[config.mk]
export PLATFORM = sky130hd
export DESIGN_NAME = regfile_write_scheduler_flat
export DESIGN_NICKNAME = d
export VERILOG_FILES = /design/src/rtl/regfile_pkg.sv /design/src/rtl/regfile_write_scheduler_if.sv /design/src/rtl/rr_arbiter2.sv /design/src/rtl/regfile_write_scheduler.sv /design/src/flat_wrapper.sv
export SDC_FILE = /design/constraint.sdc
export NUM_CORES = 1
export LEC_CHECK = 0
export BUFFER_PORTS_ARGS = -buffer_cell sky130_fd_sc_hd__buf_2
export CORE_MARGIN = 4
export CORE_UTILIZATION = 40
export CTS_CLUSTER_DIAMETER = 150
export DETAILED_ROUTE_END_ITERATION = 6
export PLACE_DENSITY = 0.77
export SYNTH_ARGS = -nofsm -noshare
export SYNTH_HDL_FRONTEND = slang
export SYNTH_SLANG_ARGS = --single-unit
export TNS_END_PERCENT = 30
[constraint.sdc]
create_clock -name clk -period 1.75 [get_ports clk]
set_input_delay 0.2625 -clock clk [delete_from_list [all_inputs] [get_ports clk]]
set_output_delay 0.2625 -clock clk [all_outputs]
set_load 0.005 [all_outputs]
[src/rtl/regfile_pkg.sv]
// Shared parameters, requester indices and helpers for the register-bank write scheduler.
package regfile_pkg;

   localparam int unsigned N       = 8;
   localparam int unsigned NREG    = 4;
   localparam int unsigned AW      = $clog2(NREG);
   localparam int unsigned REQ_ALU = 0;
   localparam int unsigned REQ_LD  = 1;

   // Arbiter memory: which requester won the most recent acceptance
   typedef enum logic {
      LAST_ALU = 1'b0,
      LAST_LD  = 1'b1
   } last_grant_e;

   // One-hot register select; addresses at or above NREG decode to all zeros
   function automatic logic [NREG-1:0] onehot_dec(input logic [AW-1:0] addr);
      logic [NREG-1:0] r;
      r = '0;
      for (int unsigned i = 0; i < NREG; i++) begin
         r[i] = (addr == AW'(i));
      end
      return r;
   endfunction

endpackage

[src/rtl/regfile_write_scheduler_if.sv]
// Requester, write-path and hazard-query signals between the core and the scheduler.
interface regfile_write_scheduler_if;
   import regfile_pkg::*;

   logic            alu_valid;
   logic [AW-1:0]   alu_addr;
   logic [N-1:0]    alu_data;
   logic            alu_ready;

   logic            ld_valid;
   logic [AW-1:0]   ld_addr;
   logic [N-1:0]    ld_data;
   logic            ld_ready;

   logic [NREG-1:0] reg_load_en;
   logic [N-1:0]    reg_wdata;

   logic [AW-1:0]   rd_addr;
   logic            rd_hazard;

   // Core side: issues requests and hazard queries
   modport master (
      output alu_valid, alu_addr, alu_data,
      input  alu_ready,
      output ld_valid, ld_addr, ld_data,
      input  ld_ready,
      input  reg_load_en, reg_wdata,
      output rd_addr,
      input  rd_hazard
   );

   // Scheduler side
   modport slave (
      input  alu_valid, alu_addr, alu_data,
      output alu_ready,
      input  ld_valid, ld_addr, ld_data,
      output ld_ready,
      output reg_load_en, reg_wdata,
      input  rd_addr,
      output rd_hazard
   );

endinterface

[src/rtl/rr_arbiter2.sv]
// Two-input round-robin arbiter; owns the last-grant flop.
module rr_arbiter2
   import regfile_pkg::*;
(
   input  logic       clk,
   input  logic       Reset,
   input  logic [1:0] req,
   input  logic       advance,
   output logic [1:0] gnt
);

   last_grant_e last_q;
   last_grant_e last_d;

   // Last-grant register; reset favours the ALU on first contention
   always_ff @(posedge clk) begin
      if (Reset) begin
         last_q <= LAST_LD;
      end else begin
         last_q <= last_d;
      end
   end

   // Grant selection and last-grant update
   always_comb begin
      gnt    = '0;
      last_d = last_q;
      if (!Reset) begin
         unique case (req)
            2'b01:   gnt[1'(REQ_ALU)] = 1'b1;
            2'b10:   gnt[1'(REQ_LD)]  = 1'b1;
            2'b11: begin
               if (last_q == LAST_LD) gnt[1'(REQ_ALU)] = 1'b1;
               else                   gnt[1'(REQ_LD)]  = 1'b1;
            end
            default: gnt = '0;
         endcase
      end
      if (advance && (gnt != 2'b00)) begin
         last_d = gnt[1'(REQ_LD)] ? LAST_LD : LAST_ALU;
      end
   end

endmodule

[src/rtl/regfile_write_scheduler.sv]
// Arbitrates ALU and load writebacks onto the single register-bank write path.
module regfile_write_scheduler
   import regfile_pkg::*;
(
   input  logic                       clk,
   input  logic                       Reset,
   regfile_write_scheduler_if.slave   bus
);

   logic [1:0]      req;
   logic [1:0]      gnt;
   logic            accept;
   logic [NREG-1:0] load_en_q;
   logic [NREG-1:0] load_en_d;
   logic [N-1:0]    wdata_q;
   logic [N-1:0]    wdata_d;

   // Request vector in arbiter index order
   always_comb begin
      req                = '0;
      req[1'(REQ_ALU)]   = bus.alu_valid;
      req[1'(REQ_LD)]    = bus.ld_valid;
   end

   assign accept = |gnt;

   rr_arbiter2 u_arb (
      .clk     (clk),
      .Reset   (Reset),
      .req     (req),
      .advance (accept),
      .gnt     (gnt)
   );

   assign bus.alu_ready = gnt[1'(REQ_ALU)];
   assign bus.ld_ready  = gnt[1'(REQ_LD)];

   // Next write stage: decode the winner, otherwise idle with data held
   always_comb begin
      load_en_d = '0;
      wdata_d   = wdata_q;
      if (gnt[1'(REQ_ALU)]) begin
         load_en_d = onehot_dec(bus.alu_addr);
         wdata_d   = bus.alu_data;
      end else if (gnt[1'(REQ_LD)]) begin
         load_en_d = onehot_dec(bus.ld_addr);
         wdata_d   = bus.ld_data;
      end
   end

   // Write-stage registers; reset discards any uncaptured write
   always_ff @(posedge clk) begin
      if (Reset) begin
         load_en_q <= '0;
         wdata_q   <= '0;
      end else begin
         load_en_q <= load_en_d;
         wdata_q   <= wdata_d;
      end
   end

   assign bus.reg_load_en = load_en_q;
   assign bus.reg_wdata   = wdata_q;
   assign bus.rd_hazard   = (|load_en_q) && load_en_q[bus.rd_addr];

endmodule
[src/flat_wrapper.sv]
// flat-port wrapper written by rule: the top's interface ports become plain ports
module regfile_write_scheduler_flat import regfile_pkg::*;
  (clk, Reset, bus_alu_valid, bus_alu_addr, bus_alu_data, bus_alu_ready, bus_ld_valid, bus_ld_addr, bus_ld_data, bus_ld_ready, bus_reg_load_en, bus_reg_wdata, bus_rd_addr, bus_rd_hazard);
  regfile_write_scheduler_if bus_i ();
  input  logic clk;
  input  logic Reset;
  input wire logic [$bits(bus_i.alu_valid)-1:0] bus_alu_valid;
  input wire logic [$bits(bus_i.alu_addr)-1:0] bus_alu_addr;
  input wire logic [$bits(bus_i.alu_data)-1:0] bus_alu_data;
  output wire logic [$bits(bus_i.alu_ready)-1:0] bus_alu_ready;
  input wire logic [$bits(bus_i.ld_valid)-1:0] bus_ld_valid;
  input wire logic [$bits(bus_i.ld_addr)-1:0] bus_ld_addr;
  input wire logic [$bits(bus_i.ld_data)-1:0] bus_ld_data;
  output wire logic [$bits(bus_i.ld_ready)-1:0] bus_ld_ready;
  output wire logic [$bits(bus_i.reg_load_en)-1:0] bus_reg_load_en;
  output wire logic [$bits(bus_i.reg_wdata)-1:0] bus_reg_wdata;
  input wire logic [$bits(bus_i.rd_addr)-1:0] bus_rd_addr;
  output wire logic [$bits(bus_i.rd_hazard)-1:0] bus_rd_hazard;
  assign bus_i.alu_valid = bus_alu_valid;
  assign bus_i.alu_addr = bus_alu_addr;
  assign bus_i.alu_data = bus_alu_data;
  assign bus_alu_ready = bus_i.alu_ready;
  assign bus_i.ld_valid = bus_ld_valid;
  assign bus_i.ld_addr = bus_ld_addr;
  assign bus_i.ld_data = bus_ld_data;
  assign bus_ld_ready = bus_i.ld_ready;
  assign bus_reg_load_en = bus_i.reg_load_en;
  assign bus_reg_wdata = bus_i.reg_wdata;
  assign bus_i.rd_addr = bus_rd_addr;
  assign bus_rd_hazard = bus_i.rd_hazard;
  regfile_write_scheduler u_core (.clk(clk), .Reset(Reset), .bus(bus_i));
endmodule
# After elaboration in Yosys (flattened, before gate mapping)
# Cells that the tools add are included.
# word_totals
reg_bits,13
out_inout_bits,15
elab_cells,32
# op_classes
n_lt_le_gt_ge,1
n_eq_ne,9
mux,12
reduce_logical,7
# op_table
cell,n
2-to-1 mux 8 bit,2
equality test 2 bit (second input constant),6
2-to-1 mux 4 bit,2
equality test 2 x 1 -> 1 bit (second input constant),3
logical NOT 2 bit,2
2-to-1 mux 1 bit,4
one-hot mux 1 bit (2 select lines),2
OR reduction 4 bit,1
less-than comparator 2 x 3 -> 1 bit (second input constant),1
binary-select mux 1 bit (select 2 bit),1
logical AND 1 bit,2
2-to-1 mux 2 bit,1
nonzero test 2 bit,1
OR reduction 2 bit,1

# Depth between registers and ports, before layout
# logic_depth
depth_word,5
ltp_mapped,4
ltp_nobuf,3

# Modules after synthesis
# A second synthesis with hierarchy kept.
# unflattened
hier_cells,62
hier_area_um2,629.4
# modules_own_cells
mod,n_inst,cells_each,area_each_um2,seq_area_each_um2
regfile_write_scheduler,1,54,568.0,240.2
rr_arbiter2,1,8,61.3,20.0

# Worst setup path after synthesis
# Ideal clock, no wire load.
# synth_path
path_type,register to register
from,register u_core.u_arb.last_q
to,"register u_core.wdata_q[3], in the netlist u_core.bus.reg_wdata[3]"
setup_time_ns,0.122
t_arrival_ns,1.103
slack_ns,0.526
stages_incl_launch_ff,5
n_path_buf,1
synth_period_minus_slack_ns,1.224
path_cell_list,dfxtp_1 nand2b_4 and3b_4 buf_6 a221o_1
# synth_via
elab_chain_cells,4
word_cells_on_any_way,7
# synth_lines
item,line_no,source
from (decl),rr_arbiter2.sv:12,last_grant_e last_q;
from (signal assigned),rr_arbiter2.sv:20,last_q <= last_d;
2-to-1 mux 1 bit (*),rr_arbiter2.sv:33,if (last_q == LAST_LD) gnt[1'(REQ_ALU)] = 1'b1;
one-hot mux 1 bit (2 select lines) (*),rr_arbiter2.sv:29,unique case (req)
2-to-1 mux 2 bit (*),rr_arbiter2.sv:28,if (!Reset) begin
named net bus_alu_ready,flat_wrapper.sv:10,output wire logic [$bits(bus_i.alu_ready)-1:0] bus_alu_ready;
2-to-1 mux 8 bit / nonzero test 2 bit (equally long branches),-,
to (signal assigned),regfile_write_scheduler.sv:58,wdata_q <= wdata_d;
to (decl),regfile_write_scheduler.sv:15,logic [N-1:0] wdata_q;
# The timed path passes the listed nets; every way through them passes the cells marked *.
# A chain may end at the register's enable or synchronous reset.

# Final worst setup path
# layout_path
from,register u_core.u_arb.last_q
to,output bus_alu_ready
# layout_via
elab_chain_cells,3
# layout_lines
item,line_no
2-to-1 mux 1 bit,rr_arbiter2.sv:33
one-hot mux 1 bit (2 select lines),rr_arbiter2.sv:29
2-to-1 mux 2 bit,rr_arbiter2.sv:28
to (decl),flat_wrapper.sv:10
# No other way between the ends.

==> summary.txt <==
Status
  – Status: finished clean

Power and ir drop
  – Switch share: 25.88%
  – Power Density: 751.0 nW/um^2
  – Leakage: 0.4392 nW
  – Peak supply drop: 0.3793 mV
  – Clock power share: 29.2%
  – Sw power: 164.8 uW
  – Logic pwr share: 19.2%
  – Internal power: 472.2 uW
  – Reg power frac: 51.6%

Timing
  – Peak Freq: 642.0 MHz
  – Final number of setup-violating endpoints: 0
  – Rel. slew slack: 38.07%
  – RSZ-0062 raised after global routing: no
  – Worst setup margin: 0.1923 ns
  – Post-layout minimum cycle time: 1.558 ns
  – Final period util: 89.01%
  – WHS: 0.2045 ns
  – Worst Tran Pin Value: 0.9219 ns
  – Final hold vios: 0
  – Setup TNS: 0 ns
  – Slew Limit Fails: 0
  – Layout Skew: 0.001462 ns

Clocking
  – Later-pin clock latency in the skew report: 0.28 ns
  – Depth of the CTS H-tree: 1
  – CTS sink cnt: 13
  – CTS tree: built
  – Post-CTS Hold Buffers: 0
  – Post-CTS setup buffers: 0
  – Buffer type at the clock tree root: clkbuf_4
  – CTS Buf Count: 3
  – Clock tree buffer depth: 2
  – CTS clk-pin slew, worst paths: 0.08 ns
  – Post-cts sizing count: 0

Synthesis
  – Leading area contributor after synthesis: dfxtp_1
  – Cell count after synthesis: 60
  – YS warnings: 0
  – FF+latch count, synth: 13
  – Yosys top cell area share: 41.77%
  – Sequential area share after synthesis: 41.77%
  – Top cells by area, synth: dfxtp_1 (42%), a2111oi_0 (11%), a221o_1 (8.0%)
  – Syn Std Cell Area: 623.1 sq um
  – Synthesized area per cell: 10.38 sq um
  – Post-synthesis net count: 86
  – Synth cell types: 21

Place
  – Placement Cell Area: 822.0 sq um
  – Post-DP HPWL: 1.285 mm
  – Setup WS pre-CTS: 0.2226 ns
  – Gpl congestion: 0.6926
  – Port Buffers: 40

Finish
  – Area Overhead vs Synth: 36.14%
  – Antenna diodes: 0
  – Design area: 848.3 sq um
  – Layout cells sized above 1: 49.50%
  – Total Nets Final: 128
  – Fin util: 61.36%
  – Fillers: 133

Global routing
  – First-pass GRT wire length: 2.573 mm
  – Largest net degree at the start of global routing: 15
  – GR Util All Layers: 17.03%
  – Vias in the first global route: 595
  – Total grt overflow: 0
  – Initial antenna violation count: 0

Floorplan
  – IO Count: 41
  – Core area: 1383 sq um
  – Die Wd: 47.47 microns
  – Starting density of the core: 45.07%
  – Die Y: 47.47 microns
  – Die area: 2253 sq um
  – Core Rows: 13

Routing
  – Final WL: 1.679 mm
  – DR pass1 iterations: 4
  – 1st-iter DRT viols: 13
  – Vias per cell: 5.759
  – DRC: 0
  – Routed via count: 668
  – Wire per inst: 14.47 microns
  – DRT antenna net count: 0

Setup path
  – Worst Reg-to-Reg Cells: 3
  – Critical path data arrival time: 1.30 ns
  – Crit Path Category: reg -> out
  – FF-to-FF End: u_core.bus.reg_wdata[4]
  – CP max FO: 13
  – Reg-to-reg slack, setup: 0.46 ns
  – Worst Path Required: 1.49 ns
  – Reg2reg start: u_core.u_arb.last_q
  – CP startpoint kind: flip-flop
  – Crit end category: primary output

Hold path
  – Path category of the worst min-delay check: in -> reg
  – Hold Path Depth: 2
  – Worst Min Path Start: bus_alu_data[7]
  – WHS Endpoint: u_core.bus.reg_wdata[7]

Run
  – Maxcap violations: 0
[flip-flops by register name, summed over array words and instances (netlist names)]
register and flops:
u_core.bus.reg_wdata 8, u_core.bus.reg_load_en 4, u_core.u_arb.last_q 1
[final cells by class]
class                   instances  area, sq um  share of cell area [%]
flip-flops and latches         13        260.3                   30.68
repair buffers                 40        200.2                   23.60
inverters                      11        41.29                   4.867
clock buffers                   4        26.28                   3.097
multi-input cells              33        301.5                   35.55
well taps                      15        18.77                   2.212
[power by group through the flow]
stage	clock network (mW)	registers, mW	logic (mW)
after floorplan	0	0.337	0.0589
after global placement	0	0.335	0.119
after detailed placement	0	0.336	0.123
after CTS	0.195	0.329	0.123
after global routing	0.217	0.332	0.136
final	0.186	0.329	0.122
[worst max-delay path by stage]
stage,start,endpoint,slack [ns],depth (start not counted)
after floorplan,u_core.u_arb.last_q,u_core.bus.reg_wdata[3],0.53,4
after global placement,bus_alu_valid,u_core.bus.reg_wdata[2],0.24,3
after detailed placement,bus_alu_valid,u_core.bus.reg_wdata[2],0.22,3
after CTS,u_core.u_arb.last_q,bus_alu_ready,0.18,3
after global routing,u_core.u_arb.last_q,bus_alu_ready,0.11,3
final,u_core.u_arb.last_q,bus_alu_ready,0.19,3
[cells in the mapped netlist (all sizes together)]
cell type  number
dfxtp          13
inv            11
a2111oi         8
a221o           8
a32o            4
buf             2
nand2b          2
nor2            2
a21oi           1
and3b           1
and4b           1
clkbuf          1
mux4            1
nand2           1
nor3            1
nor3b           1
o21ai           1
or2b            1
[cells in the final DEF (no fill, tap or decap)]
cell	instances
mux4_2	1
a221o_1	5
nor3b_1	1
nor2_1	2
a32o_1	4
nand2b_4	1
and3b_4	1
o21ai_0	1
buf_2	40
a2111oi_0	8
nor3_1	1
a21oi_1	1
dfxtp_1	13
inv_1	11
or2b_1	1
and4b_2	1
nand2_1	1
a221o_2	3
clkbuf_4	3
nand2b_1	1
clkbuf_1	1
[through the flow]
stage	power, mW	instances
CTS	0.6473	116
floorplan	0.3959	60
detailed placement	0.4584	112
global placement	0.4548	112
global route	0.6849	116
finish	0.6371	116
[worst max-delay path: stages (launching register included)]
cell and delay (ns):
dfxtp_1 0.37, nand2b_4 0.18, and3b_4 0.31, buf_2 0.15
[logic make-up (layout without fill, tap and decap cells)]
family,after synthesis,after routing,share of synthesized area [%]
mux,1,1,3.614
flops,13,13,41.77
compound gates,22,22,32.73
buf+inv,14,55,9.838
simple gates,10,10,12.05
[layer usage]
metal	wire length, microns	vias up	track usage (%)
met4	28	0	8.287
met3	178	5	6.391
met2	818	30	27.54
met1	653	309	19.68
li1	-	324	-
met5	0	-	0
No activity file was read; power rests on OpenSTA's default activity.
